File: config.mk
export PLATFORM = sky130hd
export DESIGN_NAME = nibble_add_seq_flat
export DESIGN_NICKNAME = d
export VERILOG_FILES = /design/src/rtl/nibble_add_seq_if.sv /design/src/rtl/nibble_add_seq.sv /design/src/flat_wrapper.sv
export SDC_FILE = /design/constraint.sdc
export NUM_CORES = 1
export LEC_CHECK = 0
export CAP_MARGIN = 20
export CORE_ASPECT_RATIO = 1.5
export CORE_MARGIN = 10
export CORE_UTILIZATION = 45
export DETAILED_ROUTE_END_ITERATION = 10
export HOLD_SLACK_MARGIN = 0.15
export PLACE_DENSITY = 0.82
export SYNTH_ARGS = -nofsm -noshare
export SYNTH_HDL_FRONTEND = slang
export SYNTH_SLANG_ARGS = --single-unit
export TNS_END_PERCENT = 10
File: constraint.sdc
create_clock -name clk -period 3.9 [get_ports clk]
set_input_delay 0.39 -clock clk [delete_from_list [all_inputs] [get_ports clk]]
set_output_delay 0.39 -clock clk [all_outputs]
set_load 0.01 [all_outputs]
File: src/rtl/nibble_add_seq_if.sv
// nibble_add_seq_if -- request/result bundle for the nibble-serial adder.
//
// Signals (W = 4*NIBBLES):
//   in_valid, a[W], b[W], cin   request from the producer
//   in_ready                    adder can take a request
//   busy                        adder is working on or holding a result
//   out_valid, sum[W], cout, zero
//                               result to the consumer
//   out_ready                   consumer takes the result
//
// master: the side that issues requests and consumes results.
// slave:  the adder itself.
interface nibble_add_seq_if #(
    parameter int NIBBLES = 4
);
    localparam int W = 4 * NIBBLES;

    logic         in_valid;
    logic         in_ready;
    logic [W-1:0] a;
    logic [W-1:0] b;
    logic         cin;
    logic         busy;
    logic         out_valid;
    logic         out_ready;
    logic [W-1:0] sum;
    logic         cout;
    logic         zero;

    modport master (
        output in_valid, a, b, cin, out_ready,
        input  in_ready, busy, out_valid, sum, cout, zero
    );

    modport slave (
        input  in_valid, a, b, cin, out_ready,
        output in_ready, busy, out_valid, sum, cout, zero
    );
endinterface

File: src/rtl/nibble_add_seq.sv
// nibble_add_seq -- wide adder built from one 4-bit add slice, one nibble
// per clock, least-significant nibble first, carry rippled through a register.
//
// Ports:
//   clk   rising-edge clock
//   rst   synchronous, active-high reset
//   bus   nibble_add_seq_if.slave
//           in_valid/in_ready      request handshake (a, b, cin sampled on accept)
//           out_valid/out_ready    result handshake (sum, cout, zero)
//           busy                   high while running or holding a result
//
// Accept on edge T -> out_valid after edge T+NIBBLES. The result stays on
// sum/cout/zero after it is consumed, until the next request is accepted.
module nibble_add_seq #(
    parameter int NIBBLES = 4
) (
    input  logic             clk,
    input  logic             rst,
    nibble_add_seq_if.slave  bus
);
    localparam int W    = 4 * NIBBLES;
    localparam int IDXW = (NIBBLES > 1) ? $clog2(NIBBLES) : 1;
    localparam logic [IDXW-1:0] LAST_IDX = IDXW'(NIBBLES - 1);

    typedef enum logic [1:0] {
        IDLE = 2'd0,
        RUN  = 2'd1,
        DONE = 2'd2
    } state_t;

    state_t          state_q;
    state_t          state_d;

    logic [W-1:0]    a_q;
    logic [W-1:0]    b_q;
    logic            carry_q;
    logic [IDXW-1:0] idx_q;
    logic [W-1:0]    sum_q;
    logic            cout_q;
    logic            zero_q;

    logic [3:0]      a_nib;
    logic [3:0]      b_nib;
    logic [4:0]      slice;
    logic [W-1:0]    sum_upd;
    logic            accept;
    logic            last;

    // ---------------------------------------------------------------- FSM
    // NOTE: sequential state uses non-blocking assignments so every register
    // samples pre-edge values regardless of block ordering.
    always_ff @(posedge clk) begin
        if (rst) state_q <= IDLE;
        else     state_q <= state_d;
    end

    assign accept = (state_q == IDLE) && bus.in_valid;
    assign last   = (idx_q == LAST_IDX);

    // NOTE: every combinational output gets a default first, so no path
    // through the case leaves it unassigned and no latch is inferred.
    always_comb begin
        state_d = state_q;
        unique case (state_q)
            IDLE:    if (bus.in_valid)  state_d = RUN;
            RUN:     if (last)          state_d = DONE;
            DONE:    if (bus.out_ready) state_d = IDLE;
            default:                    state_d = IDLE;
        endcase
    end

    always_comb begin
        bus.in_ready  = (state_q == IDLE);
        bus.busy      = (state_q != IDLE);
        bus.out_valid = (state_q == DONE);
    end

    // ----------------------------------------------------------- datapath
    // {idx, 2'b00} is 4*idx: the bit offset of the current nibble.
    assign a_nib = a_q[{idx_q, 2'b00} +: 4];
    assign b_nib = b_q[{idx_q, 2'b00} +: 4];
    assign slice = {1'b0, a_nib} + {1'b0, b_nib} + {4'b0000, carry_q};

    // Full sum including the nibble being written this cycle; zero is judged
    // on this so the final nibble counts.
    always_comb begin
        sum_upd = sum_q;
        sum_upd[{idx_q, 2'b00} +: 4] = slice[3:0];
    end

    // NOTE: the operand copies are reset too, so the whole datapath comes out
    // of reset in a known state and nothing depends on power-up contents.
    always_ff @(posedge clk) begin
        if (rst) begin
            a_q     <= '0;
            b_q     <= '0;
            carry_q <= 1'b0;
            idx_q   <= '0;
            sum_q   <= '0;
            cout_q  <= 1'b0;
            zero_q  <= 1'b0;
        end else if (accept) begin
            a_q     <= bus.a;
            b_q     <= bus.b;
            carry_q <= bus.cin;
            idx_q   <= '0;
            sum_q   <= '0;
        end else if (state_q == RUN) begin
            sum_q   <= sum_upd;
            carry_q <= slice[4];
            if (last) begin
                cout_q <= slice[4];
                zero_q <= (sum_upd == '0);
            end else begin
                idx_q  <= idx_q + 1'b1;
            end
        end
    end

    assign bus.sum  = sum_q;
    assign bus.cout = cout_q;
    assign bus.zero = zero_q;
endmodule

File: src/flat_wrapper.sv
// flat-port wrapper written by rule: the top's interface ports become plain ports
module nibble_add_seq_flat 
#(
    parameter int NIBBLES = 4
)
  (clk, rst, bus_in_valid, bus_a, bus_b, bus_cin, bus_out_ready, bus_in_ready, bus_busy, bus_out_valid, bus_sum, bus_cout, bus_zero);
  nibble_add_seq_if #(.NIBBLES(NIBBLES)) bus_i ();
  input  logic clk;
  input  logic rst;
  input wire logic [$bits(bus_i.in_valid)-1:0] bus_in_valid;
  input wire logic [$bits(bus_i.a)-1:0] bus_a;
  input wire logic [$bits(bus_i.b)-1:0] bus_b;
  input wire logic [$bits(bus_i.cin)-1:0] bus_cin;
  input wire logic [$bits(bus_i.out_ready)-1:0] bus_out_ready;
  output wire logic [$bits(bus_i.in_ready)-1:0] bus_in_ready;
  output wire logic [$bits(bus_i.busy)-1:0] bus_busy;
  output wire logic [$bits(bus_i.out_valid)-1:0] bus_out_valid;
  output wire logic [$bits(bus_i.sum)-1:0] bus_sum;
  output wire logic [$bits(bus_i.cout)-1:0] bus_cout;
  output wire logic [$bits(bus_i.zero)-1:0] bus_zero;
  assign bus_i.in_valid = bus_in_valid;
  assign bus_i.a = bus_a;
  assign bus_i.b = bus_b;
  assign bus_i.cin = bus_cin;
  assign bus_i.out_ready = bus_out_ready;
  assign bus_in_ready = bus_i.in_ready;
  assign bus_busy = bus_i.busy;
  assign bus_out_valid = bus_i.out_valid;
  assign bus_sum = bus_i.sum;
  assign bus_cout = bus_i.cout;
  assign bus_zero = bus_i.zero;
  nibble_add_seq #(.NIBBLES(NIBBLES)) u_core (.clk(clk), .rst(rst), .bus(bus_i));
endmodule
==> results.md, run 1 <==
* Status: completed
* Clock Pin Slew Worst Setup and Hold Paths at 0.09 ns
* Overall die width at 81.9 um
* WL final at 6.29 mm
* RD Place Congestion at 0.981
* Main synth FF type: dfxtp_1
* H-tree Lvls at 2
* Critical Path, Cell by Cell: mux4_2, fa_1, inv_1, fa_1, nor2_1, a31oi_1, nor4b_2, nand3_1, o31ai_1
* Rows at 33
* Fin nets at 409
* Dpl ws at 1.08 ns
* Antenna Cells at 0
* Initial core utilization at 0.467
* Setup ws final at 1.08 ns
* DRT iter0 DRCs at 87
* PostCTS Resize Cnt at 0
* GRT Residual Overflow at 0
* Die area at 9240 um2
* Io pins at 58
* # fillers at 535
* I/O Buffers at 57
* CP endpoint kind: flip-flop
* # Post-CTS Setup Buffers at 0
* Crit path max-delay cell type: mux4_2
* Total leakage power at 1.25 nW
* Drt wl/cell at 14.6 um
* Clk buf depth at 2
* Max_slew headroom at 0.533
* Antenna violations before repair at 0
* Seq/Total Area, Yosys at 0.426
* Syn Inst Count at 310
* Met3 WL post-DR at 339 um
* Hold-fix buffers, CTS at 0
* CTS tree: yes
* Critical path data required time at 4.11 ns
* Number of CTS-inserted buffers at 5
* Largest net degree at the start of global routing at 36
* Hold_ws at 0.457 ns
* Number of synthesized register bits at 55
* Via count at 2,298
* Slew @ Worst Pin at 0.695 ns
* Post-Synthesis Mean Instance Area at 8.34 um2
* Worst Setup Start Kind: flip-flop
* Detail Route Antenna Nets at 0
* Synth Cell Area at 2580 um2
* Maximum Capacitance Violations at 0
* Pins over their slew limit at 0
* Worst clock skew at 0.00405 ns
* Final Hold Vio Count at 0
* PwrDens at 377 nW/um2
* All-Layer GR Usage at 0.134
* # clock sinks at 55
* Routed length on met2 at 3.33 mm
* Ys Warns at 0
* Mapped Nets at 358
* Arr. time, crit path at 3.03 ns
* Clk_lat worst skew at 0.31 ns
* Core Util, Final at 0.603
* Async S/R FF share, synth at 0
* Top Layer Used: met4
* Tmin final at 2.82 ns
* Max Clk Rate at 354 MHz
* Synth cell types at 38
* Vias in the first global route at 2,290
* Worst stage delay on the critical path at 0.56 ns
* CP delay by family, top: adder cells
* Hold Path Class: flip-flop to flip-flop
* Vert. Die Dim at 113 um
* RSZ-0062 raised after global routing: no
* Met1 wire length at 2.36 mm
* CP dominant cell by count: fa_1
* Post-synth EDFFs at 0
* Buf+Inv Stages, Crit Path at 1
* Max FO, Critical Path at 6
* Vias per cell at 5.32
* Final worst path period share at 0.724
* Critical path class: flip-flop to flip-flop
* Area delta synth->final at 29.1%
* Worst vdd ir at 0.223 mV
* DP Wirelength at 4.89 mm
* Share of layout cells above drive strength 1 at 0.0608
* Root buf cell: clkbuf_8
* Iteration count of the initial detailed-routing pass at 5
* # setup viols final at 0
* Core Footprint at 5530 um2
* First-pass GRT wire length at 10.1 mm
* Setup TNS Final at 0 ns
* Drc violations at 0
==> power breakdown <==
| group | internal, W | switching [W] | leakage [nW] |
|---|---|---|---|
| clock network | 0.000257 | 0.000182 | 0.0654 |
| logic | 0.000102 | 0.000109 | 0.738 |
| registers | 0.000588 | 0.0000184 | 0.449 |
==> per-layer routing <==
| layer | track usage | up-vias |
|---|---|---|
| met5 | 0 | - |
| met2 | 0.243 | 64 |
| met3 | 0.0301 | 21 |
| met1 | 0.136 | 1056 |
| li1 | - | 1157 |
| met4 | 0.0695 | 0 |
==> placed cells by master, fill, tap and decap left out, drive strengths merged, types with 2 or more instances in the layout <==
master and instances:
nor2b 8, nand2 78, nor4 4, ha 9
a211oi 4, fa 2, mux4 8, a22oi 8
clkdlybuf4s50 57, nor2 27, a311oi 2, bufinv 2
nand3 3, and3 3, a21oi 43, inv 11
a31oi 4, nand2b 3, buf 5, a32oi 2
dfxtp 55, nor3 3, clkbuf 6
==> registers in the layout, summed over array words and instances, names as in the netlist <==
signal           count
u_core.bus.sum      16
u_core.a_q          16
u_core.bus.zero      1
u_core.carry_q       1
u_core.b_q          16
u_core.bus.cout      1
u_core.state_q       2
u_core.idx_q         2
==> kinds of logic (layout without fill, tap and decap cells) <==
kind of cell	count (synthesis)	after routing	share of synthesized area
fa+ha+maj	11	11	0.0591
mux	9	9	0.0741
simple gates	135	135	0.228
compound gates	69	69	0.158
buf+inv	29	81	0.0479
flops	55	55	0.426
xor+xnor	2	2	0.00678
==> path summary, 6_finish.rpt <==
kind,endpoint,from,slack (ns),depth (start not counted)
hold reg to reg,u_core.b_q[12],u_core.b_q[12],0.46,2
setup / recovery,u_core.bus.zero,u_core.idx_q[0],1.08,9
setup reg to reg,u_core.bus.zero,u_core.idx_q[0],1.08,9
hold / removal,u_core.b_q[12],u_core.b_q[12],0.46,2
==> metrics by stage <==
step	cells	area (um2)	power, W
after CTS	431	3320	0.00126
after detailed placement	423	3190	0.000829
after global routing	432	3340	0.00131
after floorplan	310	2580	0.000750
final	432	3340	0.00126
after global placement	423	3190	0.000826
==> worst reg2reg max path: cells and delay by family (launching register included) <==
family                   cells  cell delay (ns)
AND/OR/NAND/NOR              3             0.44
flip-flops                   1             0.53
multiplexers                 1             0.57
buffers and inverters        1             0.09
AO/OA/AOI/OAI                2             0.18
adder cells (fa/ha/maj)      2             0.91
==> cells in the mapped netlist, drive strengths merged (3+ instances only) <==
| cell type | instances | share of area |
|---|---|---|
| nor3 | 3 | 0.0077 |
| inv | 11 | 0.016 |
| mux4 | 8 | 0.070 |
| buf | 10 | 0.020 |
| a31oi | 4 | 0.0097 |
| a21oi | 43 | 0.083 |
| a211oi | 4 | 0.012 |
| nand2 | 78 | 0.11 |
| clkbuf | 8 | 0.012 |
| nand2b | 3 | 0.0073 |
| ha | 9 | 0.044 |
| dfxtp | 55 | 0.43 |
| nand3 | 3 | 0.0058 |
| and3 | 3 | 0.0073 |
| nor2b | 8 | 0.019 |
| a22oi | 8 | 0.023 |
| nor2 | 27 | 0.039 |
| nor4 | 4 | 0.0097 |
==> area by class of cell <==
class                   instances  area (um2)  share of cell area
clock buffers                   6        72.6              0.0217
clock inverters                 2        60.1              0.0180
inverters                      11        41.3              0.0124
multi-input cells             226        1360               0.407
flip-flops and latches         55        1100               0.330
well taps                      70        87.6              0.0262
repair buffers                 62         616               0.184
(Power assumes the default switching activity.)
==> run 2, diff against run 1 <==
==> constraint.sdc (replaced) <==
create_clock -name clk -period 2.8 [get_ports clk]
set_input_delay 0.28 -clock clk [delete_from_list [all_inputs] [get_ports clk]]
set_output_delay 0.28 -clock clk [all_outputs]
set_load 0.01 [all_outputs]
==> run 2 against run 1 <==
Global-route usage up 1.6 points; combinational power up 48%; register-to-register slack worse by 0.90 ns; clock power up 40%; power up 41%; final area up 0.71%; die area unchanged; via count up 2.4%; worst setup slack worse by 0.90 ns; core utilization up 0.43 points; critical path depth unchanged; largest cell class unchanged.
==> results.md, run 2 (synthesis results as in run 1) <==
* Vias in the first global route at 2,494 (+8.9%)
* Final Hold Vio Count at 0 (unchanged)
* Rows at 33 (unchanged)
* Tmin final at 2.63 ns (-0.198 ns)
* Crit path max-delay cell type: mux4_2
* GRT Residual Overflow at 0 (unchanged)
* Iteration count of the initial detailed-routing pass at 4 (-1)
* Hold-fix buffers, CTS at 0 (unchanged)
* Initial core utilization at 0.467 (unchanged)
* Clock Pin Slew Worst Setup and Hold Paths at 0.10 ns (about the same)
* H-tree Lvls at 2 (unchanged)
* Post-Layout Cell Count at 436 (+0.93%)
* Hold Path Origin: u_core.a_q[6]
* Register area at 1100 um2 (+0.11%)
* Slew @ Worst Pin at 0.666 ns (-0.0288 ns)
* WL final at 6.89 mm (+9.6%)
* Most common cell after layout, fill and taps aside: nand2_1
* Drt wl/cell at 15.8 um (+8.5%)
* RSZ-0062 raised after global routing: no
* Pins over their slew limit at 0 (unchanged)
* DRT iter0 DRCs at 91 (+4.6%)
* Die area at 9240 um2 (unchanged)
* Worst-case hold path end point: u_core.a_q[6]
* Maximum Capacitance Violations at 0 (unchanged)
* Met1 Track Usage GR at 0.147 (+0.0103)
* Met3 usage at 0.0317 (+0.00158)
* PwrDens at 526 nW/um2 (+40%)
* Max_slew headroom at 0.556 (+0.0228)
* Critical path class: flip-flop to flip-flop
* Worst stage delay on the critical path at 0.52 ns (-0.04 ns)
* R2r endpoint: u_core.bus.zero
* Via count at 2,353 (+2.4%)
* Dpl cells at 428 (+1.2%)
* Crit. Startpoint: u_core.idx_q[0]
* Hold Path Class: flip-flop to flip-flop
* Busiest grt layer: met2
* Critical path data required time at 3.00 ns (-1.11 ns)
* Met2 usage at 0.282 (+0.0388)
* CTS tree: yes
* Antenna violations before repair at 0 (unchanged)
* RD Place Congestion at 0.972 (-1.0%)
* Share of layout cells above drive strength 1 at 0.0738 (+0.0130)
* DP Wirelength at 5.50 mm (+12%)
* Worst vdd ir at 0.360 mV (+61%)
* Arr. time, crit path at 2.83 ns (-0.20 ns)
* Worst Setup Start Kind: flip-flop
* All-Layer GR Usage at 0.151 (+0.0162)
* Detail Route Antenna Nets at 0 (unchanged)
* CP dominant cell by count: fa_1
* # clock sinks at 55 (unchanged)
* # setup viols final at 0 (unchanged)
* Power consumption at 0.00177 W (+41%)
* Clk buf depth at 2 (unchanged)
* I/O Buffers at 57 (unchanged)
* Hold_ws at 0.459 ns (+0.00135 ns)
* Core Util, Final at 0.608 (+0.00430)
* First-pass GRT wire length at 11.2 mm (+11%)
* Reg2Reg Depth at 9 (unchanged)
* Max Clk Rate at 381 MHz (+7.5%)
* # fillers at 529 (-1.1%)
* Largest net degree at the start of global routing at 33 (-8.3%)
* Max FO, Critical Path at 5 (-1)
* Total leakage power at 1.27 nW (+1.5%)
* Worst clock skew at 0.00379 ns (-0.000260 ns)
* Vert. Die Dim at 113 um (unchanged)
* Reg2reg start: u_core.idx_q[0]
* Vias per cell at 5.40 (+1.5%)
* Drc violations at 0 (unchanged)
* Fin nets at 413 (+0.98%)
* Clk_lat worst skew at 0.30 ns (about the same)
* # Post-CTS Setup Buffers at 0 (unchanged)
* Number of CTS-inserted buffers at 5 (unchanged)
* Overall die width at 81.9 um (unchanged)
* Antenna Cells at 0 (unchanged)
* Multi-input gate area at 1360 um2 (unchanged)
* Hold path cells at 2 (unchanged)
* Root buf cell: clkbuf_8
* Setup TNS Final at 0 ns (unchanged)
* Commonest non-fill, non-tap cells in the layout: nand2_1 (78), clkdlybuf4s50_1 (57), dfxtp_1 (54)
* Status: completed
* Reg2Reg Setup Slack at 0.17 ns (-0.90 ns)
* Area delta synth->final at 30.1%
* Final worst path period share at 0.938 (+0.214)
* CP endpoint kind: flip-flop
* Core Footprint at 5530 um2 (unchanged)
* Critical Path, Cell by Cell: mux4_2, fa_1, inv_1, fa_1, nor2_1, a31oi_1, nor4b_2, nand3_1, o31ai_1
* Io pins at 58 (unchanged)
==> run 2: changes by cell type in the layout (fill, tap and decap cells not counted), sizes merged <==
cell	before	now
buf	5	9
==> run 2: area by class of cell <==
| class | count | area share |
|---|---|---|
| Clock buffer | 6 | 0.0216 |
| Clock inverter | 2 | 0.0179 |
| Inverter | 11 | 0.0123 |
| Multi-Input combinational cell | 226 | 0.405 |
| Sequential cell | 55 | 0.328 |
| Tap cell | 70 | 0.0261 |
| Timing Repair Buffer | 66 | 0.190 |
==> run 2: how the worst max path moves through the flow <==
stage	to	slack (ns)	depth (start not counted)
6_report	u_core.bus.zero	0.17	9
5_1_grt	u_core.bus.zero	0.02	9
4_1_cts	u_core.bus.zero	0.1	9
3_5_place_dp	u_core.bus.zero	0.12	9
3_3_place_gp	u_core.bus.zero	0.17	9
2_1_floorplan	u_core.bus.zero	0.04	10
==> run 2: repair_timing <==
action / CTS / global route
endpoints found under the setup margin: 0 / 1
resized for setup: 0 / 1
hold endpoints to repair: 0 / 0
==> run 2: critical path, delay by kind of cell (launching register included) <==
| kind | cells | cell delay (ns) |
|---|---|---|
| muxes | 1 | 0.52 |
| AOI/OAI and AO/OA | 2 | 0.19 |
| buffers and inverters | 1 | 0.08 |
| DFF | 1 | 0.39 |
| and+or+nand+nor | 3 | 0.45 |
| adders and majority gates | 2 | 0.89 |
==> run 2: per-layer routing <==
layer,up-vias,routed length [um]
met3,18,296
met2,65,3880
li1,1171,-
met1,1099,2490
met5,-,0
met4,0,231
==> run 2: per-stage QoR <==
step | instance area (um2) | setup slack (ns)
final | 3360 | 0.174
after CTS | 3360 | 0.0984
after floorplan | 2590 | 0.0383
after detailed placement | 3230 | 0.125
after global routing | 3360 | 0.0197
after global placement | 3230 | 0.167
==> run 2: power by group <==
| part | leakage (nW) | total, W | internal (W) | switching, W |
|---|---|---|---|---|
| combinational | 0.756 | 0.000314 | 0.000148 | 0.000166 |
| sequential | 0.450 | 0.000843 | 0.000820 | 0.0000233 |
| clock | 0.0654 | 0.000613 | 0.000358 | 0.000256 |
| total | 1.27 | 0.00177 | 0.00133 | 0.000445 |
==> run 3, diff against run 2 <==
--- a/config.mk
+++ b/config.mk
@@ -12,6 +12,7 @@
 export DETAILED_ROUTE_END_ITERATION = 10
 export HOLD_SLACK_MARGIN = 0.15
 export PLACE_DENSITY = 0.82
+export SETUP_SLACK_MARGIN = 0.02
 export SYNTH_ARGS = -nofsm -noshare
 export SYNTH_HDL_FRONTEND = slang
 export SYNTH_SLANG_ARGS = --single-unit
==> run 3 against run 2 <==
Clock power hardly changed; combinational power about the same; sequential cell count unchanged; clock-buffer cell count is the same; worst setup slack improved by 0.038 ns; register-to-register slack improved by 0.04 ns; power is 0.10% lower; critical endpoint unchanged.
==> results.md, run 3 (synthesis results as in run 1) <==
* # setup viols final at 0 (unchanged)
* CP dominant cell by count: fa_1
* Critical path class: flip-flop to flip-flop
* Core Footprint at 5530 um2 (unchanged)
* Slew @ Worst Pin at 0.689 ns (+0.0231 ns)
* # clock sinks at 55 (unchanged)
* H-tree Lvls at 2 (unchanged)
* Clock Pin Slew Worst Setup and Hold Paths at 0.10 ns (about the same)
* Antenna violations before repair at 0 (unchanged)
* Drt wl/cell at 15.8 um (+0.17%)
* Worst clock skew at 0.00336 ns (-0.000429 ns)
* Detail Route Antenna Nets at 0 (unchanged)
* CP endpoint kind: flip-flop
* Core Util, Final at 0.608 (about the same)
* Register area at 1100 um2 (unchanged)
* Most common cell after layout, fill and taps aside: nand2_1
* Status: completed
* Setup TNS Final at 0 ns (unchanged)
* Hold Path Class: flip-flop to flip-flop
* Iteration count of the initial detailed-routing pass at 4 (unchanged)
* Max FO, Critical Path at 5 (unchanged)
* Final worst path period share at 0.924 (-0.0134)
* Rows at 33 (unchanged)
* WL final at 6.90 mm (+0.17%)
* Vias in the first global route at 2,494 (unchanged)
* Pins over their slew limit at 0 (unchanged)
* Vias per cell at 5.41 (+0.25%)
* Crit path max-delay cell type: mux4_2
* Worst vdd ir at 0.357 mV (-0.89%)
* Total leakage power at 1.27 nW (about the same)
* Dpl cells at 428 (unchanged)
* Critical Path, Cell by Cell: mux4_2, fa_1, inv_1, fa_1, nor2_2, a31oi_1, nor4b_2, nand3_1, o31ai_1
* Post-Layout Cell Count at 436 (unchanged)
* Root buf cell: clkbuf_8
* Overall die width at 81.9 um (unchanged)
* Number of CTS-inserted buffers at 5 (unchanged)
* Final Hold Vio Count at 0 (unchanged)
* Antenna Cells at 0 (unchanged)
* CP delay by family, top: adder cells
* RSZ-0062 raised after global routing: no
* Fin nets at 413 (unchanged)
* PwrDens at 526 nW/um2 (-0.18%)
* Hold_ws at 0.459 ns (+0.000162 ns)
* Via count at 2,359 (+0.25%)
* I/O Buffers at 57 (unchanged)
* Worst Setup Start Kind: flip-flop
* DRT iter0 DRCs at 67 (-26%)
* Initial core utilization at 0.467 (unchanged)
* Clk buf depth at 2 (unchanged)
* Commonest non-fill, non-tap cells in the layout: nand2_1 (78), clkdlybuf4s50_1 (57), dfxtp_1 (54)
* Max_slew headroom at 0.540 (-0.0154)
* Max Clk Rate at 386 MHz (+1.4%)
* Critical path data required time at 3.00 ns (about the same)
* Cell Area, Placed at 3230 um2 (unchanged)
* Worst stage delay on the critical path at 0.52 ns (about the same)
* Arr. time, crit path at 2.79 ns (-0.04 ns)
* Multi-input gate area at 1360 um2 (+0.18%)
* Io pins at 58 (unchanged)
* Die area at 9240 um2 (unchanged)
* Buf+Inv Stages, Crit Path at 1 (unchanged)
* Area delta synth->final at 30.2% (about the same)
* GRT Residual Overflow at 0 (unchanged)
* First-pass GRT wire length at 11.2 mm (unchanged)
* Vert. Die Dim at 113 um (unchanged)
* Finished Cell Area at 3360 um2 (about the same)
* CTS tree: yes
* Share of layout cells above drive strength 1 at 0.0765 (+0.00273)
* # fillers at 529 (unchanged)
* Largest net degree at the start of global routing at 33 (unchanged)
* All-Layer GR Usage at 0.151 (unchanged)
* Reg2Reg Setup Slack at 0.21 ns (+0.04 ns)
* Drc violations at 0 (unchanged)
* RD Place Congestion at 0.972 (unchanged)
* Clk_lat worst skew at 0.30 ns (about the same)
* DP Wirelength at 5.50 mm (unchanged)
* Tmin final at 2.59 ns (-0.0375 ns)
* Maximum Capacitance Violations at 0 (unchanged)
[run 3: cell counts in the layout (fill, tap and decap cells not counted)]
No cell type changed its count.
[run 3: metrics by stage]
stage,setup slack [ns],total power (W)
2_1_floorplan,0.0383,0.00105
3_3_place_gp,0.167,0.00117
3_5_place_dp,0.125,0.00117
4_1_cts,0.0984,0.00178
5_1_grt,0.0301,0.00185
6_report,0.212,0.00177
[run 3: cell type report]
type,count,share of cell area
Clock buffer,6,0.0216
Sequential cell,55,0.328
Clock inverter,2,0.0179
Multi-Input combinational cell,226,0.405
Tap cell,70,0.0260
Inverter,11,0.0123
Timing Repair Buffer,66,0.190
[run 3: path summary, 6_finish.rpt]
path,startpoint,endpoint,depth (start not counted)
hold / removal,u_core.a_q[6],u_core.a_q[6],2
setup reg to reg,u_core.idx_q[0],u_core.bus.zero,9
hold reg to reg,u_core.a_q[6],u_core.a_q[6],2
setup / recovery,u_core.idx_q[0],u_core.bus.zero,9
[run 3: layer usage]
metal	wire, um	vias up	track usage
met4	264	0	0.0752
met2	3810	68	0.282
met3	342	21	0.0317
li1	-	1171	-
met1	2490	1099	0.147
met5	0	-	0
[run 3: timing repair]
action / CTS / global route
hold buffers: 0 / 0
setup buffers: 0 / 0
gates resized for setup: 0 / 2
endpoints found under the setup margin: 0 / 1
[run 3: where the power goes]
group | switching (W) | leakage (nW) | total, W | internal, W
Combinational | 0.000166 | 0.756 | 0.000314 | 0.000148
Clock | 0.000254 | 0.0654 | 0.000611 | 0.000357
Sequential | 0.0000231 | 0.450 | 0.000843 | 0.000820
Total | 0.000443 | 1.27 | 0.00177 | 0.00133
[run 3: worst min-delay path, cell delays in order (launching register included)]
cell	delay (ns)
dfxtp_1	0.32
nand2_1	0.05
a21oi_1	0.05
